## config.mk

```make
export PLATFORM = sky130hd
export DESIGN_NAME = conv_weight_fetch_ctrl
export DESIGN_NICKNAME = d
export VERILOG_FILES = /design/src/rtl/conv_weight_fetch_ctrl.sv
export SDC_FILE = /design/constraint.sdc
export NUM_CORES = 1
export LEC_CHECK = 0
export CELL_PAD_IN_SITES_DETAIL_PLACEMENT = 2
export CELL_PAD_IN_SITES_GLOBAL_PLACEMENT = 2
export CORE_AREA = 5 5 450 452
export DETAILED_ROUTE_END_ITERATION = 8
export DIE_AREA = 0 0 455 457
export PLACE_DENSITY = 0.53
export SKIP_CTS_REPAIR_TIMING = 1
export SYNTH_ARGS = -nofsm -noshare
export SYNTH_HDL_FRONTEND = slang
export SYNTH_SLANG_ARGS = --single-unit
export TNS_END_PERCENT = 5
```

## constraint.sdc

```tcl
create_clock -name clk -period 1.95 [get_ports clk]
set_clock_uncertainty 0.15 [all_clocks]
set_input_delay 0.2925 -clock clk [delete_from_list [all_inputs] [get_ports clk]]
set_output_delay 0.2925 -clock clk [all_outputs]
set_load 0.05 [all_outputs]
```

## src/rtl/conv_weight_fetch_ctrl.sv

```systemverilog
// -----------------------------------------------------------------------------
// conv_weight_fetch_ctrl
//
// Purpose:
//   Fetches the weights of one conv layer, one output filter at a time, from a
//   wide single-port weight ROM. Each ROM address holds every weight of one
//   filter, concatenated. For each filter the block pulses the ROM enable with
//   the filter address, waits out the ROM read latency, and registers the
//   weight vector. It then offers the vector to the PE array over a
//   valid/ready handshake. A layer run covers filters 0..NUM_FILTERS-1 and
//   ends with a one-cycle done pulse.
//
// Ports:
//   clk           system clock, rising edge
//   rst           synchronous active-high reset, highest priority
//   start         pulse; begins a layer run when idle
//   abort         synchronous cancel of the current run (no done pulse)
//   busy          high from the cycle after start is accepted until run end
//   done          one-cycle pulse after the last filter's handshake
//   rom_en        ROM read enable, one-cycle pulse per filter
//   rom_addr      filter index presented with rom_en (holds otherwise)
//   rom_data      ROM read data, word k at [k*DATA_WIDTH +: DATA_WIDTH]
//   w_valid       w_data / w_filter_idx hold a valid filter
//   w_ready       downstream accepts the filter
//   w_data        registered weight vector, same packing as rom_data
//   w_filter_idx  index of the filter currently on w_data
//
// All outputs are registers, so w_ready has no combinational path to any of
// them.
// -----------------------------------------------------------------------------
module conv_weight_fetch_ctrl #(
    parameter int NUM_FILTERS      = 8,
    parameter int WORDS_PER_FILTER = 36,
    parameter int DATA_WIDTH       = 16,
    parameter int ROM_LATENCY      = 1,
    parameter int IDX_W            = (NUM_FILTERS > 1) ? $clog2(NUM_FILTERS) : 1
) (
    input  logic                                   clk,
    input  logic                                   rst,
    input  logic                                   start,
    input  logic                                   abort,
    output logic                                   busy,
    output logic                                   done,
    output logic                                   rom_en,
    output logic [IDX_W-1:0]                       rom_addr,
    input  logic [WORDS_PER_FILTER*DATA_WIDTH-1:0] rom_data,
    output logic                                   w_valid,
    input  logic                                   w_ready,
    output logic [WORDS_PER_FILTER*DATA_WIDTH-1:0] w_data,
    output logic [IDX_W-1:0]                       w_filter_idx
);

    localparam int VEC_W = WORDS_PER_FILTER * DATA_WIDTH;
    localparam int LAT_W = (ROM_LATENCY > 1) ? $clog2(ROM_LATENCY) : 1;

    localparam logic [IDX_W-1:0] LAST_IDX = IDX_W'(NUM_FILTERS - 1);
    localparam logic [LAT_W-1:0] LAT_LAST = LAT_W'(ROM_LATENCY - 1);

    typedef enum logic [2:0] {
        S_IDLE  = 3'd0,
        S_FETCH = 3'd1,
        S_WAIT  = 3'd2,
        S_HOLD  = 3'd3,
        S_DONE  = 3'd4
    } state_t;

    state_t            state_q;
    logic              busy_q;
    logic              done_q;
    logic              rom_en_q;
    logic              w_valid_q;
    logic [IDX_W-1:0]  idx_q;
    logic [IDX_W-1:0]  rom_addr_q;
    logic [IDX_W-1:0]  w_filter_idx_q;
    logic [LAT_W-1:0]  lat_cnt_q;
    logic [VEC_W-1:0]  w_data_q;

    logic [IDX_W-1:0]  idx_d;
    logic [LAT_W-1:0]  lat_cnt_d;
    logic              hs_d;

    assign idx_d     = idx_q + IDX_W'(1);
    assign lat_cnt_d = lat_cnt_q + LAT_W'(1);
    assign hs_d      = w_valid_q & w_ready;

    always_ff @(posedge clk) begin
        if (rst) begin
            state_q        <= S_IDLE;
            busy_q         <= 1'b0;
            done_q         <= 1'b0;
            rom_en_q       <= 1'b0;
            w_valid_q      <= 1'b0;
            idx_q          <= '0;
            rom_addr_q     <= '0;
            w_filter_idx_q <= '0;
            lat_cnt_q      <= '0;
            w_data_q       <= '0;
        end else if (abort && (state_q != S_IDLE)) begin
            // Cancel beats a same-cycle handshake: the filter on w_data is
            // dropped, and w_data / w_filter_idx / rom_addr simply hold.
            state_q   <= S_IDLE;
            busy_q    <= 1'b0;
            done_q    <= 1'b0;
            rom_en_q  <= 1'b0;
            w_valid_q <= 1'b0;
            idx_q     <= '0;
            lat_cnt_q <= '0;
        end else begin
            case (state_q)
                S_IDLE: begin
                    // abort held together with start keeps the block idle.
                    if (start && !abort) begin
                        state_q    <= S_FETCH;
                        busy_q     <= 1'b1;
                        idx_q      <= '0;
                        rom_en_q   <= 1'b1;
                        rom_addr_q <= '0;
                    end
                end

                S_FETCH: begin
                    // rom_en was raised on entry, so it spans exactly this cycle.
                    rom_en_q  <= 1'b0;
                    lat_cnt_q <= '0;
                    state_q   <= S_WAIT;
                end

                S_WAIT: begin
                    if (lat_cnt_q == LAT_LAST) begin
                        w_data_q       <= rom_data;
                        w_filter_idx_q <= idx_q;
                        w_valid_q      <= 1'b1;
                        state_q        <= S_HOLD;
                    end else begin
                        lat_cnt_q <= lat_cnt_d;
                    end
                end

                S_HOLD: begin
                    if (hs_d) begin
                        w_valid_q <= 1'b0;
                        if (idx_q == LAST_IDX) begin
                            done_q  <= 1'b1;
                            state_q <= S_DONE;
                        end else begin
                            // Go straight to the next fetch so that rom_en is
                            // high in the cycle right after the handshake.
                            idx_q      <= idx_d;
                            rom_addr_q <= idx_d;
                            rom_en_q   <= 1'b1;
                            state_q    <= S_FETCH;
                        end
                    end
                end

                S_DONE: begin
                    // A start seen in this cycle is ignored.
                    done_q  <= 1'b0;
                    busy_q  <= 1'b0;
                    state_q <= S_IDLE;
                end

                default: begin
                    state_q   <= S_IDLE;
                    busy_q    <= 1'b0;
                    done_q    <= 1'b0;
                    rom_en_q  <= 1'b0;
                    w_valid_q <= 1'b0;
                end
            endcase
        end
    end

    assign busy         = busy_q;
    assign done         = done_q;
    assign rom_en       = rom_en_q;
    assign rom_addr     = rom_addr_q;
    assign w_valid      = w_valid_q;
    assign w_data       = w_data_q;
    assign w_filter_idx = w_filter_idx_q;

endmodule

```

==> reports/qor.log, run 1 <==
qor: floorplanning.dieHeight 457 um
qor: worst_setup_path.worst_path_largest_cell_delay 0.46 ns
qor: power.power_report.internal_total 24.2 mW
qor: synthesis.netlist_area 21,500 um^2
qor: power.ir_worst_vdd 0.000569 V
qor: sta.worst-slew-pin-transition 0.418 ns
qor: placed_design.detailed_place_hpwl 122,000 um
qor: final_layout.fillers 22,800
qor: power.power.switching 9.61 mW
qor: synthesis.synthesis.nets 3,164
qor: power.share_clk_of_total_power 0.462
qor: power.power_frac_seq 0.375
qor: synthesis.yosysTopAreaCell sky130_fd_sc_hd__dfxtp_1
qor: clock_tree.numCtsBuffers 82
qor: global_routing.initial_antenna_violation_count 49
qor: global_routing.grt_pass1_wl 198,000 um
qor: worst_setup_path.critical_path.cell_chain buf_4
qor: global_routing.grt_overflow 0
qor: clock_tree.clk_latency 0.68 ns
qor: clock_tree.cts_max_path_buffers 3
qor: floorplanning.start_util 0.109
qor: worst_setup_path.worst-endpoint-required 1.51 ns
qor: synthesis.synthCells 2,581
qor: sta.final-setup-viol-count 0
qor: power.cellPowerDensity 801 nW/um^2
qor: worst_hold_path.min_path_type in2reg
qor: final_layout.design_area 42,100 um^2
qor: sta.timing_max_transition_violations_final 0
qor: route.post-route-drc-count 0
qor: floorplanning.die_area 208,000 um^2
qor: worst_setup_path.timing.critical_path.buf_inv 1
qor: power.static-leakage-power 15.6 nW
qor: clock_tree.h-tree-depth 3
qor: worst_setup_path.critical-path-top-delay-family flip-flops
qor: worst_setup_path.crit_fanout 2
qor: worst_setup_path.worst_setup_path_end_kind primary output
qor: clock_tree.clock_sinks 592
qor: synthesis.synth-seq-cells 592
qor: synthesis.synthDominantCellAreaShare 0.550
qor: synthesis.netlist_top_cells_area sky130_fd_sc_hd__dfxtp_1 (55%), sky130_fd_sc_hd__nand2_1 (18%), sky130_fd_sc_hd__a21oi_1 (11%)
qor: placed_design.placedInstanceArea 35,500 um^2
qor: power.power.total 33.8 mW
qor: worst_setup_path.worstSetupPathType reg2out
qor: sta.post-route-min-period 1.87 ns
qor: synthesis.avgSynthCellArea 8.34 um^2
qor: route.postRouteAntennaNets 0
qor: final_layout.ratio_of_cells_with_drive_above_1_in_the_final_layout 0.264
qor: final_layout.seq_area 11,900 um^2
qor: route.avgViaCountPerCell 3.53
qor: floorplanning.die_w 455 um
qor: global_routing.globalRouteTotalUtil 0.135
qor: route.avgRoutedWirePerCell 22.1 um
qor: synthesis.yosysWarningCount 0
qor: final_layout.synthToLayoutAreaGrowth 95.6%
qor: flow_run.drv_cap 0
qor: floorplanning.core_area 198,000 um^2
qor: route.first_pass_iteration_count_of_the_detailed_router 4
qor: floorplanning.boundaryPins 1,167
qor: clock_tree.cts.clk_slew.worst_paths 0.06 ns
qor: sta.worst_slew_margin_rel 0.722
qor: worst_setup_path.timing.critical_path.slowest_stage_cell sky130_fd_sc_hd__dfxtp_1
qor: route.route.final.wire_length 153,000 um
qor: placed_design.place.gp.congestion 0.817
qor: worst_setup_path.start_kind flip-flop
qor: route.vias 24,400
qor: final_layout.multiInputGateArea 8330 um^2
qor: floorplanning.placementRows 164
qor: placed_design.place.port_buffers 1,166
qor: sta.number_of_hold_slack_violations_in_the_final_timing_report 0
qor: worst_setup_path.timing.critical_path.arrival 1.43 ns
qor: power.netSwitchingFraction 0.284
qor: synthesis.synth_cell_type_count 33
qor: final_layout.layout.nets 4,764
qor: status.run_status completed
qor: power.combinationalPowerShare 0.163
qor: global_routing.grt_max_degree 79
qor: global_routing.grt_pass1_vias 24,500
qor: route.detailedRoute.firstIterationViolations 852
qor: clock_tree.cts_root_buf sky130_fd_sc_hd__clkbuf_16
qor: clock_tree.tritoncts built
qor: sta.clock.fmax 535 MHz
qor: sta.final_min_period_over_clock_period 0.958
qor: synthesis.synth-seq-area-share 0.550
## cell usage in the layout (no fill, tap or decap), drive strengths merged, types with 2 or more instances in the layout
cell type	count
clkinv	12
o21ai	6
bufinv	4
ha	2
clkinvlp	3
buf	693
or2	3
diode	22
nand3	3
a21oi	589
clkbuf	169
clkdlybuf4s50	579
nand2	1162
dfxtp	592
inv	5
dlygate4sd3	399
nor3	4
nor2	5
or3	2
## layout make-up
type | count | share of cell area
Tap cell | 2656 | 0.0789
Sequential cell | 592 | 0.282
Inverter | 1 | 0.0000891
Clock buffer | 125 | 0.0580
Timing Repair Buffer | 1715 | 0.375
Multi-Input combinational cell | 1789 | 0.198
Antenna cell | 22 | 0.00131
Clock inverter | 23 | 0.00739
## sequential cells by signal, indices dropped and copies added, names as in the netlist
signal,flops
rom_en,1
w_filter_idx,3
busy,1
state_q,3
w_valid,1
idx_q,3
done,1
rom_addr,3
w_data,576
## per-stage QoR
step	setup TNS, ns	std cells	hold slack [ns]	setup WS, ns	utilization
2_1_floorplan	0	2581	0.269	0.0623	-
3_3_place_gp	-135.53	6354	0.292	-0.363	0.179
3_5_place_dp	-131.05	6354	0.300	-0.381	0.179
4_1_cts	-19.89	6502	-0.209	-0.465	0.193
5_1_grt	-0.0105	6919	-0.0195	-0.00961	0.212
6_report	0	6923	0.0295	0.0822	0.212
## path summary, 6_finish.rpt
kind	start	end	slack (ns)	cells after the start
hold reg to reg	w_data[474]$_SDFFE_PP0P_	w_data[474]$_SDFFE_PP0P_	0.31	2
setup / recovery	w_data[555]$_SDFFE_PP0P_	w_data[555]	0.08	1
setup reg to reg	state_q[2]$_SDFFE_PP0P_	w_data[197]$_SDFFE_PP0P_	0.09	6
hold / removal	rom_data[80]	w_data[80]$_SDFFE_PP0P_	0.03	3
## Yosys cell counts (all sizes together)
master	instances
nand2	1162
dfxtp	592
a21oi	589
buf	116
clkbuf	83
o21ai	6
nor2	5
nor3	4
nand3	3
or2	3
ha	2
or3	2
a2111oi	1
a31oi	1
a32oi	1
and2	1
and3	1
inv	1
mux2i	1
nand2b	1
nand3b	1
nor2b	1
nor3b	1
nor4b	1
o31a	1
or4	1
## routing by layer
metal  up-vias  track usage  wire (um)
li1      11500            -          -
met2       825        0.240      77800
met1     11800        0.141      57300
met5         -            0        137
met3       225       0.0554      11900
met4        22       0.0556       5650
## power groups by stage
| stage | sequential, mW | clock (mW) | combinational [mW] |
|---|---|---|---|
| after global routing | 12.7 | 16.8 | 5.83 |
| after global placement | 12.9 | 0 | 4.83 |
| after floorplan | 14.0 | 0 | 1.07 |
| after CTS | 12.7 | 16.4 | 4.88 |
| after detailed placement | 12.9 | 0 | 4.86 |
| final | 12.7 | 15.6 | 5.51 |
## kinds of logic after synthesis
family	count (synthesis)	share of synthesized area
AND/OR/NAND/NOR	1187	0.224
multiplexers	1	0.000465
AO/OA/AOI/OAI	599	0.161
adder cells (fa/ha/maj)	2	0.00116
buffers and inverters	200	0.0635
flip-flops	592	0.550
Power figures use the tool's default switching activity.
==> run 2, diff against run 1 <==
--- a/config.mk
+++ b/config.mk
@@ -5,12 +5,13 @@
 export SDC_FILE = /design/constraint.sdc
 export NUM_CORES = 1
 export LEC_CHECK = 0
+export ABC_CLOCK_PERIOD_IN_PS = 1700
 export CELL_PAD_IN_SITES_DETAIL_PLACEMENT = 2
 export CELL_PAD_IN_SITES_GLOBAL_PLACEMENT = 2
-export CORE_AREA = 5 5 450 452
+export CORE_AREA = 5 5 446 448
 export DETAILED_ROUTE_END_ITERATION = 8
-export DIE_AREA = 0 0 455 457
-export PLACE_DENSITY = 0.53
+export DIE_AREA = 0 0 451 453
+export PLACE_DENSITY = 0.56
 export SKIP_CTS_REPAIR_TIMING = 1
 export SYNTH_ARGS = -nofsm -noshare
 export SYNTH_HDL_FRONTEND = slang
==> constraint.sdc (replaced) <==
create_clock -name clk -period 1.7 [get_ports clk]
set_clock_uncertainty 0.15 [all_clocks]
set_input_delay 0.255 -clock clk [delete_from_list [all_inputs] [get_ports clk]]
set_output_delay 0.255 -clock clk [all_outputs]
set_load 0.05 [all_outputs]
==> run 2 against run 1 <==
  * Critical endpoint is now w_data[14]$_SDFFE_PP0P_
  * Register-to-register slack worse by 0.21 ns
  * The flow now finishes with violations (negative setup slack)
  * First-iteration DRC count fell by 1.2%
  * Critical path type is now reg2reg
  * Utilization is 3.2 points higher
  * Cell count increased by 0.26%
  * Global-route usage down 0.47 points
==> reports/qor.log, run 2 (same netlist as run 1, synthesis figures left out) <==
qor: status.run_status finished, violations left [was completed]
qor: route.avgViaCountPerCell 3.64 [was 3.53]
qor: sta.rsz0062_at_grt true
qor: power.cellPowerDensity 833 nW/um^2 [was 801 nW/um^2]
qor: worst_hold_path.min_path_type in2reg [unchanged]
qor: worst_setup_path.crit_fanout 7 [was 2]
qor: clock_tree.numCtsBuffers 82 [unchanged]
qor: floorplanning.die_area 204,000 um^2 [was 208,000 um^2]
qor: floorplanning.boundaryPins 1,167 [unchanged]
qor: route.post-route-drc-count 0 [unchanged]
qor: sta.final-setup-viol-count 89 [was 0]
qor: final_layout.final_cell_mix sky130_fd_sc_hd__nand2_1 (1,032), sky130_fd_sc_hd__clkdlybuf4s50_1 (579), sky130_fd_sc_hd__dlygate4sd3_1 (497) [was sky130_fd_sc_hd__nand2_1 (1,041), sky130_fd_sc_hd__buf_4 (643), sky130_fd_sc_hd__dfxtp_1 (585)]
qor: floorplanning.placementRows 162 [was 164]
qor: placed_design.preCtsSetupSlack -0.601 ns [was -0.381 ns]
qor: status.violations negative setup slack
qor: placed_design.placedInstanceArea 36,900 um^2 [was 35,500 um^2]
qor: flow_run.drv_cap 0 [unchanged]
qor: sta.post-route-min-period 1.82 ns
qor: sta.worst-slew-pin-transition 0.638 ns [was 0.418 ns]
qor: clock_tree.tritoncts built [unchanged]
qor: worst_setup_path.worst_setup_path_end_kind flip-flop [was primary output]
qor: sta.timing_max_transition_violations_final 0 [unchanged]
qor: final_layout.layout.nets 4,908 [was 4,764]
qor: global_routing.grt_max_degree 51 [was 79]
qor: power.ir_worst_vdd 0.000696 V [was 0.000569 V]
qor: sta.number_of_hold_slack_violations_in_the_final_timing_report 0 [unchanged]
qor: placed_design.place.gp.congestion 0.832 [was 0.817]
qor: worst_hold_path.worst_hold_path.num_cells 3 [unchanged]
qor: floorplanning.start_util 0.111 [was 0.109]
qor: final_layout.fillers 21,800 [was 22,800]
qor: worst_setup_path.worstSetupPathType reg2reg [was reg2out]
qor: sta.clock.fmax 550 MHz
qor: worst_setup_path.rr_worst_depth 8 [was 6]
qor: placed_design.place.port_buffers 1,166 [unchanged]
qor: final_layout.layout_commonest_cell sky130_fd_sc_hd__nand2_1 [unchanged]
qor: final_layout.ratio_of_cells_with_drive_above_1_in_the_final_layout 0.339 [was 0.264]
qor: global_routing.grt_pass1_vias 24,800 [was 24,500]
qor: route.avgRoutedWirePerCell 22.0 um [was 22.1 um]
qor: sta.timing.final.ws_setup -0.119 ns [was 0.0822 ns]
qor: worst_setup_path.worst-endpoint-required 2.15 ns [was 1.51 ns]
qor: sta.fin_setup_tns -2.19 ns [was 0 ns]
qor: global_routing.initial_antenna_violation_count 28 [was 49]
qor: power.static-leakage-power 17.3 nW [was 15.6 nW]
qor: clock_tree.cts_root_buf sky130_fd_sc_hd__clkbuf_16 [unchanged]
qor: floorplanning.core_area 194,000 um^2 [was 198,000 um^2]
qor: sta.worst_slew_margin_rel 0.575 [was 0.722]
qor: clock_tree.cts_max_path_buffers 3 [unchanged]
qor: global_routing.grt_overflow 0 [unchanged]
qor: placed_design.detailed_place_hpwl 112,000 um [was 122,000 um]
qor: route.detailedRoute.firstIterationViolations 842 [was 852]
qor: final_layout.final_cells 6,941 [was 6,923]
qor: final_layout.design_area 47,400 um^2 [was 42,100 um^2]
qor: placed_design.dp_cells 6,252 [was 6,354]
qor: route.vias 25,300 [was 24,400]
qor: clock_tree.h-tree-depth 3 [unchanged]
qor: worst_setup_path.start_kind flip-flop [unchanged]
qor: clock_tree.clock_sinks 592 [unchanged]
qor: route.route.final.wire_length 152,000 um [was 153,000 um]
qor: clock_tree.clk_latency 0.66 ns [was 0.68 ns]
qor: sta.final_min_period_over_clock_period 1.07
qor: global_routing.grt_pass1_wl 192,000 um [was 198,000 um]
qor: final_layout.number_of_flip_flops_in_the_largest_register 576 [unchanged]
qor: route.first_pass_iteration_count_of_the_detailed_router 5 [was 4]
qor: route.postRouteAntennaNets 0 [unchanged]
qor: floorplanning.dieHeight 453 um [was 457 um]
qor: floorplanning.die_w 451 um [was 455 um]
qor: clock_tree.cts.clk_slew.worst_paths 0.06 ns [about the same]
qor: final_layout.synthToLayoutAreaGrowth 120% [was 95.6%]
qor: global_routing.globalRouteTotalUtil 0.131 [was 0.135]
qor: worst_setup_path.timing.critical_path.arrival 2.27 ns [was 1.43 ns]
run 2: changes by cell type in the layout (fill, tap and decap cells not counted), sizes merged:
cell	delta
dlygate4sd3	+98
buf	+79
clkbuf	-40
diode	-5
inv	+3
clkinvlp	-2
clkinv	-1
run 2: layer usage:
layer | part of all wire | GRT usage | vias to the layer above | wire, um
li1 | - | - | 11800 | -
met1 | 0.39 | 0.143 | 12400 | 59200
met2 | 0.51 | 0.226 | 793 | 77900
met3 | 0.065 | 0.0505 | 224 | 9870
met4 | 0.035 | 0.0536 | 6 | 5340
met5 | 0.00030 | 0.00373 | - | 45
run 2: final cells by class:
| class | count | area, um^2 | area share |
|---|---|---|---|
| antenna | 17 | 42.5 | 0.000897 |
| clock buffer | 118 | 2350 | 0.0495 |
| clock inverter | 23 | 357 | 0.00752 |
| inverter | 1 | 3.75 | 0.0000791 |
| multi-input combinational | 1789 | 8550 | 0.180 |
| sequential | 592 | 12300 | 0.260 |
| tap | 2542 | 3180 | 0.0670 |
| timing repair buffer | 1859 | 20600 | 0.435 |
run 2: stage by stage:
stage	hold WS, ns	total power, mW	util
2_1_floorplan	0.232	17.3	-
3_3_place_gp	0.293	20.6	0.190
3_5_place_dp	0.300	20.6	0.190
4_1_cts	-0.410	38.9	0.204
5_1_grt	0.00135	41.3	0.244
6_report	0.0510	39.5	0.244
run 2: worst max-delay path: stages (launching register included):
cell                        delay (ns)
sky130_fd_sc_hd__dfxtp_2          0.32
sky130_fd_sc_hd__nor2_2           0.14
sky130_fd_sc_hd__and2_4           0.25
sky130_fd_sc_hd__buf_16           0.17
sky130_fd_sc_hd__buf_12           0.14
sky130_fd_sc_hd__clkbuf_16        0.16
sky130_fd_sc_hd__clkbuf_16        0.14
sky130_fd_sc_hd__nand2_1          0.07
sky130_fd_sc_hd__a21oi_1          0.19
run 2: worst paths after layout:
path                                                    from                           end  slack (ns)
worst max-delay path                 state_q[0]$_SDFFE_PP0P_       w_data[14]$_SDFFE_PP0P_       -0.12
worst min-delay path                            rom_data[74]       w_data[74]$_SDFFE_PP0P_        0.05
worst max register to register       state_q[0]$_SDFFE_PP0P_       w_data[14]$_SDFFE_PP0P_       -0.12
worst min register to register  w_filter_idx[1]$_SDFFE_PP0P_  w_filter_idx[1]$_SDFFE_PP0P_        0.30
run 2: where the power goes:
group | internal, mW | switching, mW
Combinational | 3.56 | 3.63
Sequential | 14.3 | 0.345
Clock | 10.3 | 7.46
Total | 28.1 | 11.4
==> run 3, diff against run 2 <==
--- a/config.mk
+++ b/config.mk
@@ -5,13 +5,14 @@
 export SDC_FILE = /design/constraint.sdc
 export NUM_CORES = 1
 export LEC_CHECK = 0
-export ABC_CLOCK_PERIOD_IN_PS = 1700
+export ABC_CLOCK_PERIOD_IN_PS = 1750
 export CELL_PAD_IN_SITES_DETAIL_PLACEMENT = 2
 export CELL_PAD_IN_SITES_GLOBAL_PLACEMENT = 2
-export CORE_AREA = 5 5 446 448
+export CORE_AREA = 5 5 450 452
 export DETAILED_ROUTE_END_ITERATION = 8
-export DIE_AREA = 0 0 451 453
-export PLACE_DENSITY = 0.56
+export DIE_AREA = 0 0 455 457
+export PLACE_DENSITY = 0.53
+export RECOVER_POWER = 100
 export SKIP_CTS_REPAIR_TIMING = 1
 export SYNTH_ARGS = -nofsm -noshare
 export SYNTH_HDL_FRONTEND = slang
==> constraint.sdc (replaced) <==
create_clock -name clk -period 1.75 [get_ports clk]
set_clock_uncertainty 0.15 [all_clocks]
set_input_delay 0.35 -clock clk [delete_from_list [all_inputs] [get_ports clk]]
set_output_delay 0.35 -clock clk [all_outputs]
set_load 0.05 [all_outputs]
==> run 3 against run 2 <==
  * The run still ends with negative setup slack left
  * Maximum frequency grew 1.6%
  * Combinational power shrank 15%
  * Design area shrank 5.5%
  * Sequential power shrank 3%
  * Wire length shrank 4.2%
  * Register-to-register slack gained 0.08 ns
  * Non-clock buffer count shrank 435
  * Setup slack gained 0.078 ns
  * Critical endpoint is now w_data[494]$_SDFFE_PP0P_
==> reports/qor.log, run 3 (same netlist as run 1, synthesis figures left out) <==
qor: final_layout.fillers 22,400 [was 21,800]
qor: worst_setup_path.worstSetupPathType reg2reg [unchanged]
qor: placed_design.detailed_place_hpwl 117,000 um [was 112,000 um]
qor: floorplanning.die_w 455 um [was 451 um]
qor: route.post-route-drc-count 0 [unchanged]
qor: clock_tree.clk_latency 0.68 ns [was 0.66 ns]
qor: worst_setup_path.crit_fanout 32 [was 7]
qor: worst_hold_path.min_path_type in2reg [unchanged]
qor: global_routing.grt_pass1_wl 197,000 um [was 192,000 um]
qor: floorplanning.core_area 198,000 um^2 [was 194,000 um^2]
qor: sta.fin_setup_tns -0.271 ns [was -2.19 ns]
qor: sta.clock.fmax 558 MHz [was 550 MHz]
qor: clock_tree.h-tree-depth 3 [unchanged]
qor: final_layout.layout_commonest_cell sky130_fd_sc_hd__nand2_1 [unchanged]
qor: sta.rsz0062_at_grt true [unchanged]
qor: worst_setup_path.timing.critical_path.arrival 2.23 ns [was 2.27 ns]
qor: sta.fin_worst_hold_slack 0.0481 ns [was 0.0510 ns]
qor: floorplanning.die_area 208,000 um^2 [was 204,000 um^2]
qor: route.wl_met3 12,800 um [was 9870 um]
qor: route.met2WireLength 73,800 um [was 77,900 um]
qor: route.detailedRoute.firstIterationViolations 706 [was 842]
qor: power.ir_worst_vdd 0.000668 V [was 0.000696 V]
qor: sta.final-setup-viol-count 23 [was 89]
qor: final_layout.seq_area 12,500 um^2 [was 12,300 um^2]
qor: status.violations negative setup slack [unchanged]
qor: sta.post-route-min-period 1.79 ns [was 1.82 ns]
qor: clock_tree.tritoncts built [unchanged]
qor: global_routing.globalRouteTotalUtil 0.132 [was 0.131]
qor: final_layout.final_cell_mix sky130_fd_sc_hd__nand2_1 (1,047), sky130_fd_sc_hd__clkdlybuf4s50_1 (579), sky130_fd_sc_hd__a21oi_1 (467) [was sky130_fd_sc_hd__nand2_1 (1,032), sky130_fd_sc_hd__clkdlybuf4s50_1 (579), sky130_fd_sc_hd__dlygate4sd3_1 (497)]
qor: placed_design.place.port_buffers 1,166 [unchanged]
qor: sta.worst-slew-pin-transition 0.553 ns [was 0.638 ns]
qor: route.avgRoutedWirePerCell 22.1 um [was 22.0 um]
qor: sta.number_of_hold_slack_violations_in_the_final_timing_report 0 [unchanged]
qor: clock_tree.cts_root_buf sky130_fd_sc_hd__clkbuf_16 [unchanged]
qor: final_layout.synthToLayoutAreaGrowth 108% [was 120%]
qor: worst_setup_path.worst_setup_path_end_kind flip-flop [unchanged]
qor: global_routing.grt_max_degree 64 [was 51]
qor: route.postRouteAntennaNets 0 [unchanged]
qor: global_routing.initial_antenna_violation_count 27 [was 28]
qor: final_layout.multiInputGateArea 8350 um^2 [was 8550 um^2]
qor: global_routing.grt_overflow 0 [unchanged]
qor: final_layout.ratio_of_cells_with_drive_above_1_in_the_final_layout 0.366 [was 0.339]
qor: flow_run.drv_cap 0 [unchanged]
qor: sta.final_min_period_over_clock_period 1.02 [was 1.07]
qor: route.avgViaCountPerCell 3.52 [was 3.64]
qor: floorplanning.placementRows 164 [was 162]
qor: clock_tree.cts.clk_slew.worst_paths 0.06 ns [about the same]
qor: floorplanning.boundaryPins 1,167 [unchanged]
qor: clock_tree.cts_max_path_buffers 3 [unchanged]
qor: floorplanning.start_util 0.109 [was 0.111]
qor: route.first_pass_iteration_count_of_the_detailed_router 5 [unchanged]
qor: sta.worst_slew_margin_rel 0.631 [was 0.575]
qor: final_layout.number_of_flip_flops_in_the_largest_register 576 [unchanged]
qor: clock_tree.numCtsBuffers 81 [was 82]
qor: sta.timing_max_transition_violations_final 0 [unchanged]
qor: sta.timing.final.ws_setup -0.0406 ns [was -0.119 ns]
qor: worst_setup_path.start_kind flip-flop [unchanged]
qor: clock_tree.clock_sinks 592 [unchanged]
qor: floorplanning.dieHeight 457 um [was 453 um]
qor: power.static-leakage-power 15.8 nW [was 17.3 nW]
qor: global_routing.grt_pass1_vias 24,900 [was 24,800]
qor: route.route.final.wire_length 146,000 um [was 152,000 um]
qor: final_layout.layout.nets 4,472 [was 4,908]
qor: status.run_status finished, violations left [unchanged]
qor: worst_setup_path.worst-endpoint-required 2.19 ns [was 2.15 ns]
qor: route.vias 23,300 [was 25,300]
qor: route.drt-met1-wl 56,200 um [was 59,200 um]
qor: route.top_signal_layer_used met5 [unchanged]
qor: placed_design.place.gp.congestion 0.787 [was 0.832]
qor: power.cellPowerDensity 846 nW/um^2 [was 833 nW/um^2]
[run 3: layout make-up]
cell class,count,area share
clock inverters,27,0.00933
repair buffers,1424,0.398
clock buffers,119,0.0533
multi-input cells,1789,0.186
inverters,1,0.0000838
well taps,2656,0.0742
flip-flops and latches,592,0.279
diodes,11,0.000614
[run 3: worst paths after layout]
check / startpoint / end / slack [ns] / cells past startpoint
min: rom_data[29] / w_data[29]$_SDFFE_PP0P_ / 0.05 / 3
max: state_q[0]$_SDFFE_PP0P_ / w_data[494]$_SDFFE_PP0P_ / -0.04 / 7
min reg2reg: w_data[225]$_SDFFE_PP0P_ / w_data[225]$_SDFFE_PP0P_ / 0.30 / 2
max reg2reg: state_q[0]$_SDFFE_PP0P_ / w_data[494]$_SDFFE_PP0P_ / -0.04 / 7
[run 3: metrics by stage]
| step | util | area [um^2] | worst slack (ns) | instances | power [mW] |
|---|---|---|---|---|---|
| after CTS | 0.211 | 41900 | -0.461 | 6498 | 38.6 |
| after global placement | 0.197 | 39100 | -0.577 | 6352 | 20.3 |
| after detailed placement | 0.197 | 39100 | -0.560 | 6352 | 20.3 |
| after floorplan | - | 21500 | 0.0387 | 2581 | 16.8 |
| final | 0.226 | 44800 | -0.0406 | 6619 | 37.9 |
| after global routing | 0.226 | 44800 | -0.152 | 6614 | 39.6 |
[run 3: worst max-delay path, stage by stage, from the launching register on]
cell and delay, ns:
sky130_fd_sc_hd__dfxtp_1 0.30, sky130_fd_sc_hd__nor2_1 0.10, sky130_fd_sc_hd__buf_4 0.13, sky130_fd_sc_hd__and2_4 0.18, sky130_fd_sc_hd__buf_8 0.27, sky130_fd_sc_hd__buf_4 0.21, sky130_fd_sc_hd__nand2_1 0.14, sky130_fd_sc_hd__a21oi_1 0.16
[run 3: power by group]
part / internal (mW) / switching [mW] / total [mW]
clock network: 10.4 / 7.18 / 17.6
logic: 2.96 / 3.15 / 6.11
registers: 13.8 / 0.378 / 14.2
[run 3: metal layers]
| metal | up-vias | track usage |
|---|---|---|
| li1 | 10900 | - |
| met1 | 11400 | 0.146 |
| met2 | 775 | 0.236 |
| met3 | 164 | 0.0538 |
| met4 | 8 | 0.0289 |
| met5 | - | 0 |
